<file path="config.mk">
export PLATFORM = sky130hd
export DESIGN_NAME = tick_delay_scheduler
export DESIGN_NICKNAME = d
export VERILOG_FILES = /design/src/rtl/tick_delay_pkg.sv /design/src/rtl/tick_delay_scheduler_tick_gen.sv /design/src/rtl/tick_delay_scheduler.sv
export SDC_FILE = /design/constraint.sdc
export NUM_CORES = 1
export LEC_CHECK = 0
export CAP_MARGIN = 20
export CORE_ASPECT_RATIO = 1.4
export CORE_MARGIN = 4
export CORE_UTILIZATION = 55
export DETAILED_ROUTE_END_ITERATION = 10
export PLACE_DENSITY = 0.93
export SYNTH_ARGS = -nofsm -noshare
export SYNTH_HDL_FRONTEND = slang
export SYNTH_HIERARCHICAL = 1
export SYNTH_SLANG_ARGS = --single-unit
</file>
<file path="constraint.sdc">
create_clock -name clk -period 5.63 [get_ports clk]
set_input_delay 0.563 -clock clk [delete_from_list [all_inputs] [get_ports clk]]
set_output_delay 0.563 -clock clk [all_outputs]
set_load 0.005 [all_outputs]
</file>
<file path="src/rtl/tick_delay_pkg.sv">
// Shared types and helpers for the tick delay scheduler.
// The state enum, default parameter values and the round-robin index helpers.
package tick_delay_pkg;

    typedef enum logic [1:0] {
        IDLE  = 2'd0,
        COUNT = 2'd1,
        DONE  = 2'd2
    } state_e;

    localparam int DIV_DEFAULT = 250000;
    localparam int CW_DEFAULT  = 8;
    localparam int NREQ_MAX    = 8;

    // First set bit of req_vec scanning upward from ptr, wrapping at n.
    // The caller only uses the result when req_vec has at least one bit set.
    function automatic logic [2:0] rr_pick(input logic [NREQ_MAX-1:0] req_vec,
                                           input logic [2:0]          ptr,
                                           input int                  n);
        logic [2:0] pick;
        logic       hit;
        int         idx;
        pick = 3'd0;
        hit  = 1'b0;
        for (int k = 0; k < NREQ_MAX; k++) begin
            idx = (int'(ptr) + k) % n;
            if (k < n && !hit && req_vec[idx[2:0]]) begin
                pick = idx[2:0];
                hit  = 1'b1;
            end
        end
        return pick;
    endfunction

    // Pointer value after serving idx: the slot just above it, wrapping at n.
    function automatic logic [2:0] rr_inc(input logic [2:0] idx, input int n);
        return (int'(idx) + 1 == n) ? 3'd0 : idx + 3'd1;
    endfunction

endpackage

</file>
<file path="src/rtl/tick_delay_scheduler_tick_gen.sv">
// Slow-tick prescaler for the tick delay scheduler.
// Counts 0..DIV-1 while enabled and emits a single-cycle tick on DIV-1.
// A clear restarts the phase so ticks are measured from the owner's grant.
module tick_gen #(
    parameter int DIV = 4
) (
    input  logic clk,
    input  logic reset,
    input  logic clr_i,
    input  logic en_i,
    output logic tick_o
);

    localparam int            PW   = (DIV > 1) ? $clog2(DIV) : 1;
    localparam logic [PW-1:0] LAST = PW'(DIV - 1);

    logic [PW-1:0] cnt_q, cnt_d;

    assign tick_o = en_i && (cnt_q == LAST);

    // Next prescaler value: clear wins, otherwise advance and wrap on tick.
    always_comb begin
        cnt_d = cnt_q;
        if (clr_i) begin
            cnt_d = '0;
        end else if (en_i) begin
            cnt_d = tick_o ? '0 : cnt_q + PW'(1);
        end
    end

    // Prescaler register with synchronous reset.
    always_ff @(posedge clk) begin
        if (reset) begin
            cnt_q <= '0;
        end else begin
            cnt_q <= cnt_d;
        end
    end

endmodule

</file>
<file path="src/rtl/tick_delay_scheduler.sv">
// Shared one-shot delay engine: round-robin arbiter plus countdown FSM.
// Requesters ask for N slow ticks; the winner gets a grant pulse and later a
// done pulse exactly N*DIV+1 cycles after the grant.
// Optional build macro TICK_DELAY_SCHED_ABORT_EN adds an abort input that
// cancels the owner's countdown without a done pulse.
//
// state | meaning
// IDLE  | engine free; arbitrate and grant in the same cycle
// COUNT | counting slow ticks for owner
// DONE  | one-cycle done pulse to owner, then back to IDLE
module tick_delay_scheduler
    import tick_delay_pkg::*;
#(
    parameter int NREQ = 4,
    parameter int DIV  = DIV_DEFAULT,
    parameter int CW   = CW_DEFAULT
) (
    input  logic                      clk,
    input  logic                      reset,
    input  logic [NREQ-1:0]           req,
    input  logic [NREQ*CW-1:0]        delay,
    output logic [NREQ-1:0]           grant,
    output logic [NREQ-1:0]           done,
    output logic                      busy,
    output logic [$clog2(NREQ)-1:0]   owner
`ifdef TICK_DELAY_SCHED_ABORT_EN
    ,
    input  logic [NREQ-1:0]           abort
`endif
);

    localparam int OW = $clog2(NREQ);

    state_e        state_q, state_d;
    logic [CW-1:0] rem_q, rem_d;
    logic [OW-1:0] owner_q, owner_d;
    logic [OW-1:0] ptr_q, ptr_d;
    logic [OW-1:0] pick;
    logic [CW-1:0] pick_delay;
    logic          tick;
    logic          tick_clr;
    logic          tick_en;
    logic          abort_hit;

    assign pick       = OW'(rr_pick(NREQ_MAX'(req), 3'(ptr_q), NREQ));
    assign pick_delay = delay[pick*CW +: CW];
    assign tick_en    = (state_q == COUNT);
    assign owner      = owner_q;

`ifdef TICK_DELAY_SCHED_ABORT_EN
    assign abort_hit = (state_q == COUNT) && abort[owner_q];
`else
    assign abort_hit = 1'b0;
`endif

    tick_gen #(
        .DIV(DIV)
    ) u_tick_gen (
        .clk   (clk),
        .reset (reset),
        .clr_i (tick_clr),
        .en_i  (tick_en),
        .tick_o(tick)
    );

    // Arbitration, countdown and output decode.
    always_comb begin
        state_d  = state_q;
        rem_d    = rem_q;
        owner_d  = owner_q;
        ptr_d    = ptr_q;
        tick_clr = 1'b0;
        grant    = '0;
        done     = '0;
        busy     = (state_q != IDLE);
        case (state_q)
            IDLE: begin
                // Grant is decoded here so the grant cycle is the arbitration
                // cycle; gating with reset keeps outputs quiet during reset.
                if (!reset && (|req)) begin
                    grant[pick] = 1'b1;
                    owner_d     = pick;
                    ptr_d       = OW'(rr_inc(3'(pick), NREQ));
                    rem_d       = pick_delay;
                    tick_clr    = 1'b1;
                    state_d     = (pick_delay == '0) ? DONE : COUNT;
                end
            end
            COUNT: begin
                // Abort beats a coincident final tick.
                if (abort_hit) begin
                    state_d = IDLE;
                end else if (tick) begin
                    if (rem_q == CW'(1)) begin
                        state_d = DONE;
                    end else begin
                        rem_d = rem_q - CW'(1);
                    end
                end
            end
            DONE: begin
                done[owner_q] = 1'b1;
                state_d       = IDLE;
            end
            default: begin
                state_d = IDLE;
            end
        endcase
    end

    // State, countdown, owner and round-robin pointer registers.
    always_ff @(posedge clk) begin
        if (reset) begin
            state_q <= IDLE;
            rem_q   <= '0;
            owner_q <= '0;
            ptr_q   <= '0;
        end else begin
            state_q <= state_d;
            rem_q   <= rem_d;
            owner_q <= owner_d;
            ptr_q   <= ptr_d;
        end
    end

endmodule
</file>
### Word-level counts from Yosys, hierarchy flattened

Cells that the tools add are included.

| storage, ports and cells | value |
|---|---|
| register bits after elaboration | 32 |
| bits in read-only memories | 0 |
| output and inout port bits | 11 |
| bits in latches | 0 |
| memory bits (writable) | 0 |
| memories | 0 |

| cells by class | value |
|---|---|
| divide/modulo/power cells | 0 |
| $add $sub $neg | 7 |
| equal/unequal tests | 9 |
| $lt $le $gt $ge | 8 |
| reduce and logical (&&, ||, !) cells | 23 |
| bitwise gates (word level) | 3 |
| multipliers | 0 |
| multiplexer cells | 35 |
| shift-type cells | 1 |

Operators by type and width:

| operator | count |
|---|---|
| $shiftx A32 B6 Y8 | 1 |
| $mux W8 | 3 |
| $add A18 B1 Y18 const B | 1 |
| $eq A18 B18 Y1 const B | 1 |
| $mux W18 | 1 |
| $mux W2 | 9 |
| $pmux W8 S2 | 1 |
| $lt A3 B4 Y1 const B | 3 |
| $mux W4 | 3 |
| $mux W1 | 11 |
| $bmux W1 S3 | 3 |
| $eq A8 B1 Y1 const B | 1 |
| $logic_not A8 Y1 | 1 |
| $ne A2 B2 Y1 const B | 4 |
| $reduce_or A2 Y1 | 4 |
| $sub A8 B1 Y8 const B | 1 |
| $logic_and A1 B1 Y1 | 7 |
| $lt A2 B3 Y1 const B | 2 |
| $add A2 B1 Y2 const B | 2 |
| $add A2 B2 Y2 const B | 2 |
| $demux W1 S2 | 2 |
| $ge A2 B1 Y1 const B | 2 |
| $logic_not A1 Y1 | 4 |
| $lt A2 B4 Y1 const B | 1 |
| 13 further kinds | 16 |

### Depth between registers and ports, before layout

Gate-level depths: netlist of the first run.

| depth | value |
|---|---|
| word-level depth | 19 |
| gate-level depth with buffers | 15 |
| mapped depth without buffers | 10 |

### By module

Netlist of the first run, hierarchy kept.

Modules (own cells, without submodules):

| module | times used | area an instance (µm²) | cells each | seq. area each (µm²) |
|---|---|---|---|---|
| tick_delay_scheduler | 1 | 1306.3 | 178 | 280.3 |
| tick_gen | 1 | 922.1 | 106 | 360.3 |

### Worst setup path before layout of the first run

OpenSTA, ideal clock, no wires.

| timing path | value |
|---|---|
| path type | register to register |
| from | register state_q[0] |
| to | register rem_q[1] |
| buffers on the path | 5 |
| data arrival time | 3.238 ns |
| required time | 5.502 ns |
| period minus slack after synthesis | 3.365 ns |
| stages on the path, launching flop included | 16 |
| slack | 2.265 ns |
| library setup time | 0.128 ns |
| path through | dfxtp_1 -> clkbuf_1 -> nand2b_1 -> clkbuf_1 -> inv_1 -> clkbuf_1 -> clkbuf_2 -> nand4_2 -> or2_2 -> nor4_1 -> o311ai_1 -> a21oi_1 -> clkbuf_1 -> o21ai_1 -> o22ai_1 -> nor2_1 |

| on the way | value |
|---|---|
| longest elaborated chain between the ends | 4 |

RTL lines:

| element | line | source |
|---|---|---|
| from (decl) | tick_delay_scheduler.sv:34 | `state_e state_q, state_d;` |
| from (signal assigned) | tick_delay_scheduler.sv:119 | `state_q <= state_d;` |
| $eq A2 B1 Y1 | tick_delay_scheduler.sv:47 | `assign tick_en = (state_q == COUNT);` |
| net tick_en | tick_delay_scheduler.sv:42 | `logic tick_en;` |
| $logic_and A1 B1 Y1 | tick_delay_scheduler_tick_gen.sv:19 | `assign tick_o = en_i && (cnt_q == LAST);` |
| net tick | tick_delay_scheduler.sv:40 | `logic tick;` |
| $ne A2 B2 Y1 (no line) | n/a |  |
| $reduce_and A4 Y1 (no line) | n/a |  |
| to (signal assigned) | tick_delay_scheduler.sv:120 | `rem_q <= rem_d;` |
| to (decl) | tick_delay_scheduler.sv:35 | `logic [CW-1:0] rem_q, rem_d;` |

The timed path passes the listed nets, and every way through them passes these cells.
A chain may end at the register's enable or synchronous reset.

### Final worst setup path of the first run

| timing path | value |
|---|---|
| from | register state_q[0] |
| to | register rem_q[7] |

| on the way | value |
|---|---|
| longest elaborated chain between the ends | 4 |

RTL lines:

| element | line |
|---|---|
| $eq A2 B1 Y1 | tick_delay_scheduler.sv:47 |
| $logic_and A1 B1 Y1 | tick_delay_scheduler_tick_gen.sv:19 |
| net tick | tick_delay_scheduler.sv:40 |
| $ne A2 B2 Y1 (no line) | n/a |
| $reduce_and A4 Y1 (no line) | n/a |

The timed path passes the listed nets, and every way through them passes these cells.

==> impl_summary.log, run 1 <==
[metrics] vias: 2,278
[metrics] Die Width: 61.8 µm
[metrics] maximum count of clock buffers along a single path: 2
[metrics] register area: 641 µm²
[metrics] clock transition at the registers of the reported paths: ~0.07 ns
[metrics] antenna violations before repair: 0
[metrics] number of DRC violations after detailed-routing iteration 0: 152
[metrics] ranking of synthesized cells by area: sky130_fd_sc_hd__dfxtp_1 (29%), sky130_fd_sc_hd__nor2_1 (4.7%), sky130_fd_sc_hd__xnor2_1 (4.7%)
[metrics] crit path time final: 4.09 ns
[metrics] num rows: 27
[metrics] PortBufs: 48
[metrics] number of filler instances in the final layout: between 300 and 400
[metrics] highest attainable clock frequency: 244 MHz
[metrics] main combinational cell family by area after synthesis: simple AND/OR/NAND/NOR gates
[metrics] Worst Max-Slew Pin Slew: about 0.97 ns
[metrics] static leakage: just over 1 nW
[metrics] compound-gate portion of the synthesized area: 19.8%
[metrics] R2R setup slack: approximately 1.5 ns
[metrics] total number of yosys warnings: 6
[metrics] Critical Path, Cell by Cell: nand2b_1 -> inv_1 -> nand4_2 -> or2_2 -> nor4_1 -> o311ai_1 -> a21oi_1 -> o21ai_0 -> a221oi_1
[metrics] min-delay worst type: reg2reg
[metrics] Worst IR Drop VDD: 200 µV
[metrics] clock tree from TritonCTS: done
[metrics] Post-Syn Area per Cell: 7.85 µm²
[metrics] multiplexer share of the synthesized area: 0%
[metrics] routed wirelength normalized by instance count: 15.0 µm
[metrics] Worst setup endpoint: rem_q[7]
[metrics] M3 GR Usage: under 10%
[metrics] met2 GRT Util: 41.2%
[metrics] Root Buffer Master: sky130_fd_sc_hd__clkbuf_8
[metrics] Post-CTS Hold Fix Bufs: 0
[metrics] most utilized layer in the global route result: met2
[metrics] TritonCTS Buffers: 5
[metrics] synthesis-stage register bit count: 32
[metrics] Logic pwr share: approximately 38%
[metrics] sequential share of power: between 30% and 40%
[metrics] final-report hold violation count: 0
[metrics] EDFF count, synth: 0
[metrics] family of cells with the greatest summed delay on the critical path: compound AO/OA/AOI/OAI gates
[metrics] adder and majority cell fraction of the synthesized area: slightly below 4%
[metrics] depth of the most critical reg-to-reg path: 9
[metrics] reg-to-reg startpoint: state_q[0]
[metrics] Resize count post-CTS: 0
[metrics] worst path setup slack after routing: 1.54 ns
[metrics] core area: 3920 µm²
[metrics] XOR/XNOR share of the synthesized area: 5.90%
[metrics] Clk pwr share: 27.4%
[metrics] kind of critical path: reg2reg
[metrics] logic depth of the worst path, buffers included: 9
[metrics] number of max-cap violations: 0
[metrics] via-per-instance ratio: 6.17
[metrics] Net Sw Frac: roughly a third
[metrics] met1 demand-to-capacity share in global routing: 22.2%
[metrics] effective utilization at floorplan: 56.9%
[metrics] detailed-route DRC error count: 0
[metrics] total global routing track utilization: between 20% and 30%
[metrics] power dissipated by switching net loads: ~280 µW
[metrics] Cells on Worst Hold Path: 2
[metrics] number of global-route vias before repair: about 2,200
[metrics] worst-path maximum fanout: 20
[metrics] count of cell types in the netlist: between 50 and 60
[metrics] FFs w/ async S/R, synth: 0%
[metrics] number of levels in the clock H-tree: 2
[metrics] area share of the largest cell type after synthesis: 28.7%
[metrics] simple logic cell fraction of the synthesized area: between 30% and 40%
[metrics] die outline area: between 5000 and 6000 µm²
[metrics] number of setup violations in the final report: 0
[metrics] Critical Path Start Type: flop
[metrics] pin count of the biggest net entering global routing: 21
[metrics] ratio of final minimum period to clock period: 72.7%
[metrics] placed wire-length estimate: 4350 µm
[metrics] total number of clock tree sinks: 32
[metrics] most area-hungry cell type in the Yosys netlist: sky130_fd_sc_hd__dfxtp_1
[metrics] global-route wire length before repair: approximately 9000 µm
[metrics] post-CTS repair timing setup buffer count: 0
[metrics] net count after synthesis: 329
[metrics] internal power of the cells: 511 µW
[metrics] outcome: finished, final reports clean
[metrics] Crit path largest cell delay: about 0.80 ns
[metrics] Setup Slack @ Placement: around 1.6 ns
[metrics] final slew viol count: 0
[metrics] post-synth design cell area: between 2000 and 2500 µm²
[metrics] I/O Pins: between 40 and 50
[metrics] worst max-slew margin expressed relative to the limit: 35.4%
[metrics] CP required: between 5 and 6 ns
[metrics] vertical die dimension: 83.3 µm
[metrics] sequential-to-total area share from yosys stat: between 20% and 30%
[metrics] setup clock skew after layout: roughly 0.0013 ns
[metrics] remaining number of nets flagged by the antenna check after routing: 0
[metrics] Data arrival, critical path: approximately 4.3 ns
[metrics] dominant register cell in the synthesized netlist: sky130_fd_sc_hd__dfxtp_1
[metrics] final setup TNS: 0 ns
[metrics] multi-input gate area in the final layout: approximately 1400 µm²
[metrics] number of buffers and inverters on the critical path: 1
[metrics] global-route congestion overflow total: 0
[metrics] total wirelength of the detailed-routed design: around 5500 µm
[metrics] crit path launch: state_q[0]
[metrics] number of instances in the synthesized netlist: roughly 280
[metrics] type of destination of the critical path: flop
[metrics] unrepaired setup endpoints after global routing: false
[metrics] fraction of layout cells with a size suffix above 1: under 10%
[metrics] slowest library cell on the worst path: sky130_fd_sc_hd__a21oi_1
[metrics] global placer's final weighted congestion: around 0.85
[metrics] layout-stage area growth over the synthesis result: 25.6%
[metrics] Power Dens Cells: between 200 and 300 nW/µm²
[metrics] net total in the final layout: between 300 and 400
[metrics] reg-to-reg endpoint: rem_q[7]
[metrics] diodes inserted: 0
[metrics] Detailed Routing Iterations Pass 1: 4
[metrics] Worst-Skew Late Latency: 0.28 ns
==> cell usage in the layout (no fill, tap or decap), drive strengths merged, types with 3 or more instances in the layout <==
cell type and count:
clkdlybuf4s50 48, dfxtp 32, nor2 28, nand2 20
o21ai 18, inv 16, nand3 14, nor3 13
a211oi 13, xnor2 12, and3 10, nor4 8
a21oi 8, ha 7, nand4 7, clkbuf 6
and2 5, nand2b 5, or3 5, nor2b 4
o211ai 4, nor4bb 3, o22ai 3, xor2 3
nand3b 3, or4 3
==> power by group through the flow <==
stage | Combinational, mW | Sequential, mW | Clock (mW)
4_1_cts | 0.297 | 0.273 | 0.220
6_report | 0.298 | 0.274 | 0.216
3_3_place_gp | 0.286 | 0.277 | 0
3_5_place_dp | 0.294 | 0.278 | 0
2_1_floorplan | 0.216 | 0.269 | 0
5_1_grt | 0.332 | 0.278 | 0.232
==> through the flow <==
| stage | util [%] | power, mW | instances | hold WS (ns) | cell area (µm²) |
|---|---|---|---|---|---|
| 6_report | 71.4 | 0.789 | 369 | 0.452 | 2800 |
| 4_1_cts | 71.4 | 0.791 | 369 | 0.458 | 2800 |
| 3_3_place_gp | 68.7 | 0.563 | 361 | 0.440 | 2690 |
| 5_1_grt | 71.4 | 0.841 | 369 | 0.480 | 2800 |
| 3_5_place_dp | 68.7 | 0.573 | 361 | 0.449 | 2690 |
| 2_1_floorplan | - | 0.486 | 284 | 0.431 | 2230 |
==> per-layer routing <==
| metal | part of all wire (%) | up-vias |
|---|---|---|
| li1 | - | 1112 |
| met1 | 38 | 1063 |
| met2 | 54 | 83 |
| met3 | 5.5 | 20 |
| met4 | 2.5 | 0 |
| met5 | 0 | - |
==> cell usage after synthesis (all sizes together), types with 2 or more instances <==
| cell | number |
|---|---|
| nor2b | 4 |
| and2 | 5 |
| o31ai | 2 |
| a21oi | 8 |
| clkbuf | 7 |
| buf | 8 |
| xnor2 | 12 |
| a211oi | 13 |
| dfxtp | 32 |
| inv | 16 |
| a31oi | 2 |
| or2 | 2 |
| nor4b | 2 |
| xor2 | 3 |
| nor3 | 13 |
| nand3b | 3 |
| or4b | 2 |
| o211a | 2 |
| nor4bb | 3 |
| nand2 | 20 |
| and3 | 10 |
| ha | 7 |
| nor4 | 8 |
| nor2 | 28 |
| o21ai | 18 |
| nand4 | 7 |
| o211ai | 4 |
| nand2b | 5 |
| nand3 | 14 |
| o22ai | 3 |
| or4 | 3 |
| or3 | 5 |
| and4 | 2 |
==> final cells by class <==
type	instances	share of cell area, %
Clock buffer	6	2.59
Multi-Input combinational cell	221	51.8
Clock inverter	2	1.25
Timing Repair Buffer	49	17.4
Sequential cell	32	22.9
Tap cell	43	1.92
Inverter	16	2.15
==> registers in the layout, indices dropped and copies added, names as in the netlist <==
register	cells
owner	2
rem_q	8
state_q	2
u_tick_gen/cnt_q	18
ptr_q	2
==> worst min-delay path, cell delays in order (launching register included) <==
cell	delay (ns)
sky130_fd_sc_hd__dfxtp_1	0.31
sky130_fd_sc_hd__nand2_1	0.05
sky130_fd_sc_hd__a21oi_1	0.05
==> worst min path at each step <==
stage / start / endpoint / slack [ns]
finish: rem_q[5] / rem_q[5] / 0.45
global route: rem_q[5] / rem_q[5] / 0.48
CTS: rem_q[5] / rem_q[5] / 0.46
detailed placement: rem_q[5] / rem_q[5] / 0.45
global placement: rem_q[5] / rem_q[5] / 0.44
floorplan: rem_q[5] / rem_q[5] / 0.43
==> cell families after synthesis <==
group / Yosys count
xor+xnor: 15
fa+ha+maj: 7
buf+inv: 31
flops: 32
simple gates: 138
compound gates: 61
(Power assumes the default switching activity.)
==> run 2: changes to the inputs <==
--- a/config.mk
+++ b/config.mk
@@ -8,9 +8,9 @@
 export CAP_MARGIN = 20
 export CORE_ASPECT_RATIO = 1.4
 export CORE_MARGIN = 4
-export CORE_UTILIZATION = 55
+export CORE_UTILIZATION = 51
 export DETAILED_ROUTE_END_ITERATION = 10
-export PLACE_DENSITY = 0.93
+export PLACE_DENSITY = 0.87
 export SYNTH_ARGS = -nofsm -noshare
 export SYNTH_HDL_FRONTEND = slang
 export SYNTH_HIERARCHICAL = 1
==> constraint.sdc (replaced) <==
create_clock -name clk -period 3.81 [get_ports clk]
set_input_delay 0.381 -clock clk [delete_from_list [all_inputs] [get_ports clk]]
set_output_delay 0.381 -clock clk [all_outputs]
set_load 0.005 [all_outputs]
==> impl_summary.log, run 2 (same netlist as run 1, synthesis figures left out) <==
[metrics] Worst IR Drop VDD: roughly 190 µV
[metrics] maximum count of clock buffers along a single path: 2
[metrics] setup clock skew after layout: approximately 0.0039 ns
[metrics] clock tree from TritonCTS: done
[metrics] global-route congestion overflow total: 0
[metrics] global placer's final weighted congestion: about 0.85
[metrics] kind of critical path: in2out
[metrics] number of filler instances in the final layout: 360
[metrics] CP required: roughly 3.4 ns
[metrics] number of levels in the clock H-tree: 2
[metrics] Root Buffer Master: sky130_fd_sc_hd__clkbuf_8
[metrics] via-per-instance ratio: roughly 5.6
[metrics] I/O Pins: slightly below 50
[metrics] placed wire-length estimate: 4190 µm
[metrics] routed wirelength normalized by instance count: ~13 µm
[metrics] TritonCTS Buffers: 5
[metrics] final setup TNS: 0 ns
[metrics] diodes inserted: 0
[metrics] total global routing track utilization: between 20% and 30%
[metrics] final slew viol count: 0
[metrics] post-CTS repair timing setup buffer count: 0
[metrics] Die Width: 63.9 µm
[metrics] global-route wire length before repair: just over 9000 µm
[metrics] biggest registers after layout: u_tick_gen/cnt_q: 18 flops, rem_q: 8 flops
[metrics] num rows: 28
[metrics] net total in the final layout: around 380
[metrics] effective utilization at floorplan: a little over half
[metrics] worst path setup slack after routing: just over 0.4 ns
[metrics] Worst Max-Slew Pin Slew: around 0.64 ns
[metrics] register with the most flip-flops: u_tick_gen/cnt_q
[metrics] detailed-route DRC error count: 0
[metrics] static leakage: ~1.0 nW
[metrics] Critical Path Start Type: input pin
[metrics] Worst-Skew Late Latency: 0.28 ns
[metrics] antenna violations before repair: 0
[metrics] pin count of the biggest net entering global routing: 20
[metrics] Post-CTS Hold Fix Bufs: 0
[metrics] worst max-slew margin expressed relative to the limit: a little under three fifths
[metrics] fraction of layout cells with a size suffix above 1: between 8 and 9%
[metrics] number of DRC violations after detailed-routing iteration 0: roughly 110
[metrics] number of standard cells in the layout, taps in and fillers out: about 390
[metrics] total wirelength of the detailed-routed design: 5220 µm
[metrics] number of max-cap violations: 0
[metrics] min-delay worst type: reg2reg
[metrics] clock transition at the registers of the reported paths: about 0.06 ns
[metrics] PortBufs: 48
[metrics] Power Dens Cells: a little under 400 nW/µm²
[metrics] vias: 2,185
[metrics] vertical die dimension: around 86 µm
[metrics] total number of clock tree sinks: 32
[metrics] unrepaired setup endpoints after global routing: false
[metrics] die outline area: about 5500 µm²
[metrics] commonest non-fill, non-tap cell in the layout: sky130_fd_sc_hd__clkdlybuf4s50_1
[metrics] number of global-route vias before repair: 2,231
[metrics] most frequent cells in the layout: sky130_fd_sc_hd__clkdlybuf4s50_1 (48), sky130_fd_sc_hd__dfxtp_1 (32), sky130_fd_sc_hd__nor2_1 (28)
[metrics] remaining number of nets flagged by the antenna check after routing: 0
[metrics] outcome: finished, final reports clean
[metrics] type of destination of the critical path: output port
[metrics] Data arrival, critical path: between 3 and 4 ns
[metrics] ratio of final minimum period to clock period: around nine tenths
[metrics] final-report hold violation count: 0
[metrics] crit path time final: around 3.4 ns
[metrics] total placed cells including tap cells: roughly 380
[metrics] highest attainable clock frequency: a little under 300 MHz
[metrics] Resize count post-CTS: 0
[metrics] Setup Slack @ Placement: about 0.36 ns
[metrics] layout-stage area growth over the synthesis result: 27.8%
[metrics] Detailed Routing Iterations Pass 1: 4
[metrics] number of setup violations in the final report: 0
[metrics] number of flip-flops in the largest register: 18
[metrics] core area: roughly 4200 µm²
[metrics] worst-path maximum fanout: 17
run 2: changes by cell type in the layout (fill, tap and decap cells not counted), sizes merged:
cell	change
clkinv	-1
clkbuf	+2
bufinv	-1
buf	+6
run 2: critical path: stages:
cell and delay [ns]:
sky130_fd_sc_hd__clkdlybuf4s50_1 0.43, sky130_fd_sc_hd__nor2b_1 0.15, sky130_fd_sc_hd__or4b_1 0.76, sky130_fd_sc_hd__nand2_1 0.28
sky130_fd_sc_hd__buf_4 0.22, sky130_fd_sc_hd__ha_1 0.17, sky130_fd_sc_hd__and2_1 0.13, sky130_fd_sc_hd__clkdlybuf4s50_1 0.50
run 2: power breakdown:
part | internal, mW | switching, mW | total [mW]
combinational | 0.208 | 0.246 | 0.453
clock | 0.147 | 0.115 | 0.262
sequential | 0.368 | 0.0374 | 0.405
total | 0.722 | 0.398 | 1.12
run 2: worst paths after layout:
kind	start	end	slack (ns)	cells past startpoint
setup / recovery	req[2]	grant[1]	0.41	8
setup reg to reg	ptr_q[0]	state_q[1]	0.88	7
hold / removal	rem_q[5]	rem_q[5]	0.45	2
hold reg to reg	rem_q[5]	rem_q[5]	0.45	2
run 2: per-layer routing:
metal	vias up	global-route usage [%]	part of all wire, %
li1	1123	-	-
met2	65	38.5	53
met3	16	4.02	4.7
met1	981	21.0	39
met5	-	0	0
met4	0	11.0	3.1
run 2: layout make-up:
| cell class | count | area (µm²) | share of cell area (%) |
|---|---|---|---|
| repair buffers | 55 | 533 | 18.7 |
| clock buffers | 8 | 90.1 | 3.16 |
| flip-flops and latches | 32 | 641 | 22.5 |
| inverters | 16 | 60.1 | 2.11 |
| multi-input cells | 221 | 1450 | 50.9 |
| well taps | 60 | 75.1 | 2.64 |
run 2: per-stage QoR:
step                util (%)  total power [mW]  hold WS, ns  instance area (µm²)
finish                  67.2              1.12        0.448                 2850
global route            67.2              1.21        0.491                 2850
CTS                     67.2              1.13        0.450                 2850
detailed placement      65.1             0.864        0.441                 2760
global placement        65.1             0.855        0.441                 2760
floorplan                  -             0.718        0.431                 2230
==> run 3: changes to the inputs <==
--- a/config.mk
+++ b/config.mk
@@ -5,6 +5,7 @@
 export SDC_FILE = /design/constraint.sdc
 export NUM_CORES = 1
 export LEC_CHECK = 0
+export ABC_CLOCK_PERIOD_IN_PS = 3810
 export CAP_MARGIN = 20
 export CORE_ASPECT_RATIO = 1.4
 export CORE_MARGIN = 4
==> results of run 3 <==
Final layout, timing and power as in run 2 (identical DEF).
